`src/rtl/imm_extend_pipe.sv`:
```
// Registered immediate extender for the decode stage: zero/sign/shifted/upper extension
// behind a valid/ready handshake with a two-entry (main + skid) buffer.
module imm_extend_pipe #(
    parameter int IN_W  = 6,
    parameter int OUT_W = 8,
    parameter int SHIFT = 1
) (
    input  logic             clk,
    input  logic             rst_n,
    input  logic             in_valid,
    output logic             in_ready,
    input  logic [IN_W-1:0]  in_imm,
    input  logic [1:0]       in_mode,
    output logic             out_valid,
    input  logic             out_ready,
    output logic [OUT_W-1:0] out_data,
    output logic [1:0]       out_mode
);

    if (OUT_W <= IN_W || OUT_W < IN_W + SHIFT || IN_W < 2) begin : g_bad_params
        $error("imm_extend_pipe: illegal IN_W/OUT_W/SHIFT combination");
    end

    localparam int EXT_W = OUT_W - IN_W;

    // Handshake: a transfer happens on a rising edge when valid && ready are both high.
    // in_ready is a register (== !skid_valid), so it never depends on out_ready.
    logic             main_valid;
    logic             skid_valid;
    logic [OUT_W-1:0] skid_data;
    logic [1:0]       skid_mode;
    logic [OUT_W-1:0] ext_data;
    logic [OUT_W-1:0] sext_data;
    logic             accept;
    logic             pop;

    assign sext_data = {{EXT_W{in_imm[IN_W-1]}}, in_imm};

    always_comb begin
        ext_data = '0;
        case (in_mode)
            2'd0:    ext_data = {{EXT_W{1'b0}}, in_imm};
            2'd1:    ext_data = sext_data;
            2'd2:    ext_data = sext_data << SHIFT;
            default: ext_data = {in_imm, {EXT_W{1'b0}}};
        endcase
    end

    assign accept    = in_valid && in_ready;
    assign pop       = main_valid && out_ready;
    assign out_valid = main_valid;

    always_ff @(posedge clk or negedge rst_n) begin
        if (!rst_n) begin
            main_valid <= 1'b0;
            out_data   <= '0;
            out_mode   <= 2'd0;
            skid_valid <= 1'b0;
            skid_data  <= '0;
            skid_mode  <= 2'd0;
            in_ready   <= 1'b1;
        end else if (!main_valid || pop) begin
            // Main is free this cycle: refill from skid first to keep FIFO order.
            if (skid_valid) begin
                main_valid <= 1'b1;
                out_data   <= skid_data;
                out_mode   <= skid_mode;
                skid_valid <= 1'b0;
                in_ready   <= 1'b1;
            end else if (accept) begin
                main_valid <= 1'b1;
                out_data   <= ext_data;
                out_mode   <= in_mode;
            end else begin
                main_valid <= 1'b0;
            end
        end else if (accept) begin
            skid_valid <= 1'b1;
            skid_data  <= ext_data;
            skid_mode  <= in_mode;
            in_ready   <= 1'b0;
        end
    end

endmodule
```
`config.mk`:
```
export PLATFORM = sky130hd
export DESIGN_NAME = imm_extend_pipe
export DESIGN_NICKNAME = d
export VERILOG_FILES = /design/src/rtl/imm_extend_pipe.sv
export SDC_FILE = /design/constraint.sdc
export NUM_CORES = 1
export LEC_CHECK = 0
export ABC_AREA = 1
export BUFFER_PORTS_ARGS = -buffer_cell sky130_fd_sc_hd__clkbuf_2
export CAP_MARGIN = 20
export CORE_MARGIN = 5
export CORE_UTILIZATION = 35
export DETAILED_ROUTE_END_ITERATION = 7
export PLACE_DENSITY_LB_ADDON = 0.2
export SLEW_MARGIN = 15
export SYNTH_ARGS = -nofsm -noshare
export SYNTH_HDL_FRONTEND = slang
export SYNTH_SLANG_ARGS = --single-unit
```
`constraint.sdc`:
```
create_clock -name clk -period 3 [get_ports clk]
set_input_delay 0.3 -clock clk [delete_from_list [all_inputs] [get_ports clk]]
set_output_delay 0.3 -clock clk [all_outputs]
set_load 0.01 [all_outputs]
```
[Word level (Yosys, flattened, before mapping)]
Cells that the tools add are included.
Word-level totals
  register bits after elaboration: 23
  bits in latches: 0
  RAM bits: 0
  memory bits (read-only): 0
  bits of input ports: 12
  output and inout bits: 12
  word-level logic and storage cells: 33
  memories: 0
Cells by class
  add/subtract/negate cells: 0
  $mul: 0
  divide/modulo/power cells: 0
  $lt $le $gt $ge: 0
  equality and inequality tests: 3
  shift operators: 0
  multiplexer cells: 12
  bitwise operators: 1
  reduce and logical (&&, ||, !) cells: 10
Operators with widths (number)
  8-bit case mux with 3 select lines: 1
  8-bit two-way mux: 2
  1-bit two-way mux: 7
  2-bit AND reduction: 3
  2-bit two-way mux: 2
  2-bit nonzero test: 2
  2-bit by 1-bit == test with 1-bit output, second input constant: 1
  2-bit == test, second input constant: 1
  1-bit logical AND: 2
  2-bit logical NOT: 1
  2-bit != test, second input constant: 1
  1-bit logical NOT: 1
  1-bit logical OR: 1
  1-bit NOT: 1

[Depth between registers and ports, before layout]
  word-level depth: 4
  depth in mapped cells: 7
  mapped depth without buffers: 6

[Worst setup path before layout]
OpenSTA, ideal clock, no wires.
  path kind: reg2reg
  from: reg in_ready
  to: reg out_data[1]
  setup time: 0.123 ns
  data arrival time: 1.084 ns
  data required time: 2.877 ns
  slack: 1.793 ns
  stages on the path, launching flop included: 7
  path through: dfstp_2 nand2_2 nand2_1 nand2_4 buf_8 nand2_1 nand2_1
Between the ends
  cells in the longest elaborated chain, start to end: 3
RTL lines
  start, declared: RTL line 11  | output logic in_ready,
  start signal, assigned: RTL line 61  | in_ready <= 1'b1;
  start signal, assigned: RTL line 69  | in_ready <= 1'b1;
  start signal, assigned: RTL line 81  | in_ready <= 1'b0;
  1-bit logical AND: RTL line 49  | assign accept = in_valid && in_ready;
  2-bit nonzero test (no line)
  2-bit AND reduction (no line)
  end signal, assigned: RTL line 66  | out_data <= skid_data;
  end signal, assigned: RTL line 72  | out_data <= ext_data;
  end, declared: RTL line 16  | output logic [OUT_W-1:0] out_data,
Every way passes these cells.
A chain may end at the register's enable or synchronous reset.

[Final worst setup path]
  from: reg skid_valid
  to: reg out_mode[1]
Between the ends
  cells in the longest elaborated chain, start to end: 2
RTL lines
  start, declared: RTL line 29  | logic skid_valid;
  start signal, assigned: RTL line 58  | skid_valid <= 1'b0;
  start signal, assigned: RTL line 68  | skid_valid <= 1'b0;
  start signal, assigned: RTL line 78  | skid_valid <= 1'b1;
  2-bit nonzero test (no line)
  2-bit AND reduction (no line)
  end signal, assigned: RTL line 67  | out_mode <= skid_mode;
  end signal, assigned: RTL line 73  | out_mode <= in_mode;
  end, declared: RTL line 17  | output logic [1:0] out_mode
Several ways; a longest one is shown, not always the timed one.

==> impl_metrics.yaml <==
placement:
  place.detailed.hpwl_um: 1860
  placement.io_buffers: 23
  placed_cells: 216
  post-place-ws_ps: 1700
  placed_area_um2: 1310
  routabilityCongestion: 0.787
worst_setup_path:
  worst_setup_path_startpoint: "skid_valid$_DFFE_PN0P_"
  crit_path_max_fanout: 18
  critical_path_class: "flip-flop to flip-flop"
  worstPathCellList: "inv_4 > nand2_1 > nand2_4 > inv_1 > nand2_1 > nand2_1"
  startpoint_kind_of_the_worst_setup_timing_path: "flip-flop"
  crit_family: "flip-flops"
  worst_reg2reg_startpoint: "skid_valid$_DFFE_PN0P_"
  end_kind: "flip-flop"
  path_common_cell: "nand2_1"
  slowest_delay_ps: 510
  worst-path-buf-inv: 2
  timing.critical_path.required_ps: 3210
  worst_ep_arrival_time_ps: 1520
  slowest_stage: "dfrtp_1"
  worst_r2r_setup_slack_ps: 1680
die:
  placementRows: 21
  area_of_the_die_um2: 4670
  die_y_um: 68.3
  i_o_pin_total: 24
  die_width_um: 68.3
  starting_density_of_the_core_pct: 35.9
  core-area_um2: 3310
sta:
  timing.max_slew.rel_slack_pct: 62.0
  setup_viol_count_final: 0
  final_worst_slack_ps: 1680
  fin_worst_skew_ps: 2.98
  timing.fmax_mhz: 760
  finalHoldViolations: 0
  final.hold.worst_slack_ps: 285
  shortest_clock_period_the_worst_path_allows_after_layout_ps: 1320
  finalMaxSlewViolations: 0
  setup_tns_ps: 0
  share_of_the_cycle_needed_by_the_critical_path_after_routing_pct: 43.9
  tightest_slew_ps: 571
  unrepaired_setup_endpoints_after_global_routing: "false"
global_routing:
  grt-ovfl-total: 0
  grt_start_max_net_pins: 24
  grt_pass1_vias: 988
  antenna_found_initial: 0
  grt_pass1_wl_um: 4430
  grt_use_total_pct: 12.6
min_path:
  worstHoldStart: "in_imm[0]"
  hold_class: "input port to flip-flop"
synth:
  synth_nets: 165
  synth-adder-area-share_pct: 0
  synth_top_family_by_area: "simple AND/OR/NAND/NOR gates"
  syn_area_um2: 1190
  synth_simple_gate_area_share_pct: 39.1
  synthTopCellsByArea: "dfrtp_1 (46%), nand2_1 (21%), nand3_1 (6.7%), nor2_1 (5.0%), dfstp_2 (2.2%)"
  synth_warnings: 0
  asyncSetResetFlopFracSynth_pct: 100
  syn_inst: 153
  post-synth-top-count-cell: "nand2_1"
  synthDominantAreaCellType: "dfrtp_1"
  synth_seq_area_share_pct: 48.5
  synth_enable_flop_cells: 0
  synth_area_per_cell_um2: 7.78
  yosys.area.top_type_share_pct: 46.3
  synth_xor_xnor_area_share_pct: 0
  synth_top_cells_by_count: "nand2_1 (67), dfrtp_1 (22), nand3_1 (16), nor2_1 (16), o21ai_0 (5)"
  synth.mux.area_fraction_pct: 0
  synth.distinct_cells: 20
  synth-compound-area-share_pct: 5.36
  postSynthRegisterBits: 23
  dominantRegCellSynth: "dfrtp_1"
cts:
  tritoncts_num_sinks: 23
  cts_root_buffer: "clkbuf_4"
  h-tree-depth: 1
  cts.clk_slew.worst_paths_ps: 120
  post_cts_setup_buffers: 0
  ctsResizeCount: 0
  ctsLongestPathBuffers: 2
  tritoncts: "done"
  cts.hold.buffers_added: 1
  cts_made_buffers: 3
  insertion_delay_ps: 300
final_layout:
  finalCoreUtilization_pct: 40.6
  diodes: 0
  nets: 188
  layout-area-overhead-vs-synth_pct: 12.9
  stdcell_count: 221
  layout.cell_area.non_filler_um2: 1340
  fraction_of_layout_instances_using_a_drive_strength_above_1_pct: 22.3
  num-fill-cells: 368
drt:
  avgViaCountPerCell: 4.54
  detail_route.drc_violations: 0
  routed_wirelength_um: 2540
  first_pass_iters: 4
  wire_per_inst_um: 11.5
  routed-via-count: 1003
  antenna_left: 0
  drt-initial-drc-count: 39
pwr:
  leakagePower_nw: 0.770
  power.density_nw_per_um2: 372
  vdd_ir_drop_max_v: 0.000121
  total_chip_power_mw: 0.501
run:
  maxCapViolCount: 0
status:
  status: "completed"
sequential cells by signal (all words and copies together) (netlist names):
register	cells
out_valid	1
out_data	8
skid_data	8
out_mode	2
skid_mode	2
skid_valid	1
in_ready	1
worst reg2reg max path, delay by kind of cell (launching register included):
kind	cells	cell delay (ps)
buf+inv	2	280
flops	1	510
simple gates	4	440
logic make-up (layout without fill, tap and decap cells):
group / count (synthesis) / count (layout)
AOI/OAI and AO/OA: 10 / 10
buffers and inverters: 13 / 35
DFF: 23 / 23
and+or+nand+nor: 107 / 107
placed cells by master, fill, tap and decap left out:
| master | netlist | layout |
|---|---|---|
| dfstp_2 | 1 | 1 |
| inv_1 | 2 | 2 |
| nand2_2 | 1 | 1 |
| inv_4 | 1 | 1 |
| a21oi_1 | 1 | 1 |
| nor2_8 | 1 | 1 |
| clkbuf_4 | 0 | 3 |
| dfrtp_1 | 22 | 22 |
| clkbuf_2 | 0 | 23 |
| dlygate4sd3_1 | 0 | 1 |
| o21ai_0 | 5 | 5 |
| nor2_1 | 16 | 16 |
| nand3_1 | 16 | 16 |
| o21ai_2 | 3 | 3 |
| clkbuf_1 | 0 | 1 |
| nand2_4 | 2 | 2 |
| inv_2 | 4 | 4 |
| nand2_1 | 67 | 67 |
| o21a_1 | 1 | 1 |
| nand4_1 | 4 | 4 |
worst paths after layout:
check / cells after the start / to
min: 3 / skid_data[0]$_DFFE_PN0P_
min reg2reg: 2 / out_data[3]$_DFFE_PN0P_
max reg2reg: 6 / out_mode[1]$_DFFE_PN0P_
max: 6 / out_mode[1]$_DFFE_PN0P_
max in group asynchronous: 2 / in_ready$_DFFE_PN1P_
min in group asynchronous: 2 / skid_data[2]$_DFFE_PN0P_
layout make-up:
cell class                      instances  area [um2]  share of cell area, %
Timing Repair Buffer                   24         125                   9.31
Inverter                                7        28.8                   2.14
Sequential cell                        23         577                   42.9
Multi-Input combinational cell        117         529                   39.4
Tap cell                               46        57.6                   4.28
Clock buffer                            4        26.3                   1.96
routing by layer:
metal | part of all wire (%) | track usage [%]
met5 | 0 | 0
met4 | 0.63 | 4.47
met3 | 3.3 | 2.13
met2 | 46 | 20.2
met1 | 50 | 17.0
where the power goes:
group	switching, mW	internal [mW]	total, mW
logic	0.0303	0.0165	0.0468
registers	0.000980	0.312	0.313
clock network	0.0891	0.0518	0.141
total	0.120	0.380	0.501
No activity file was read; power rests on OpenSTA's default activity.
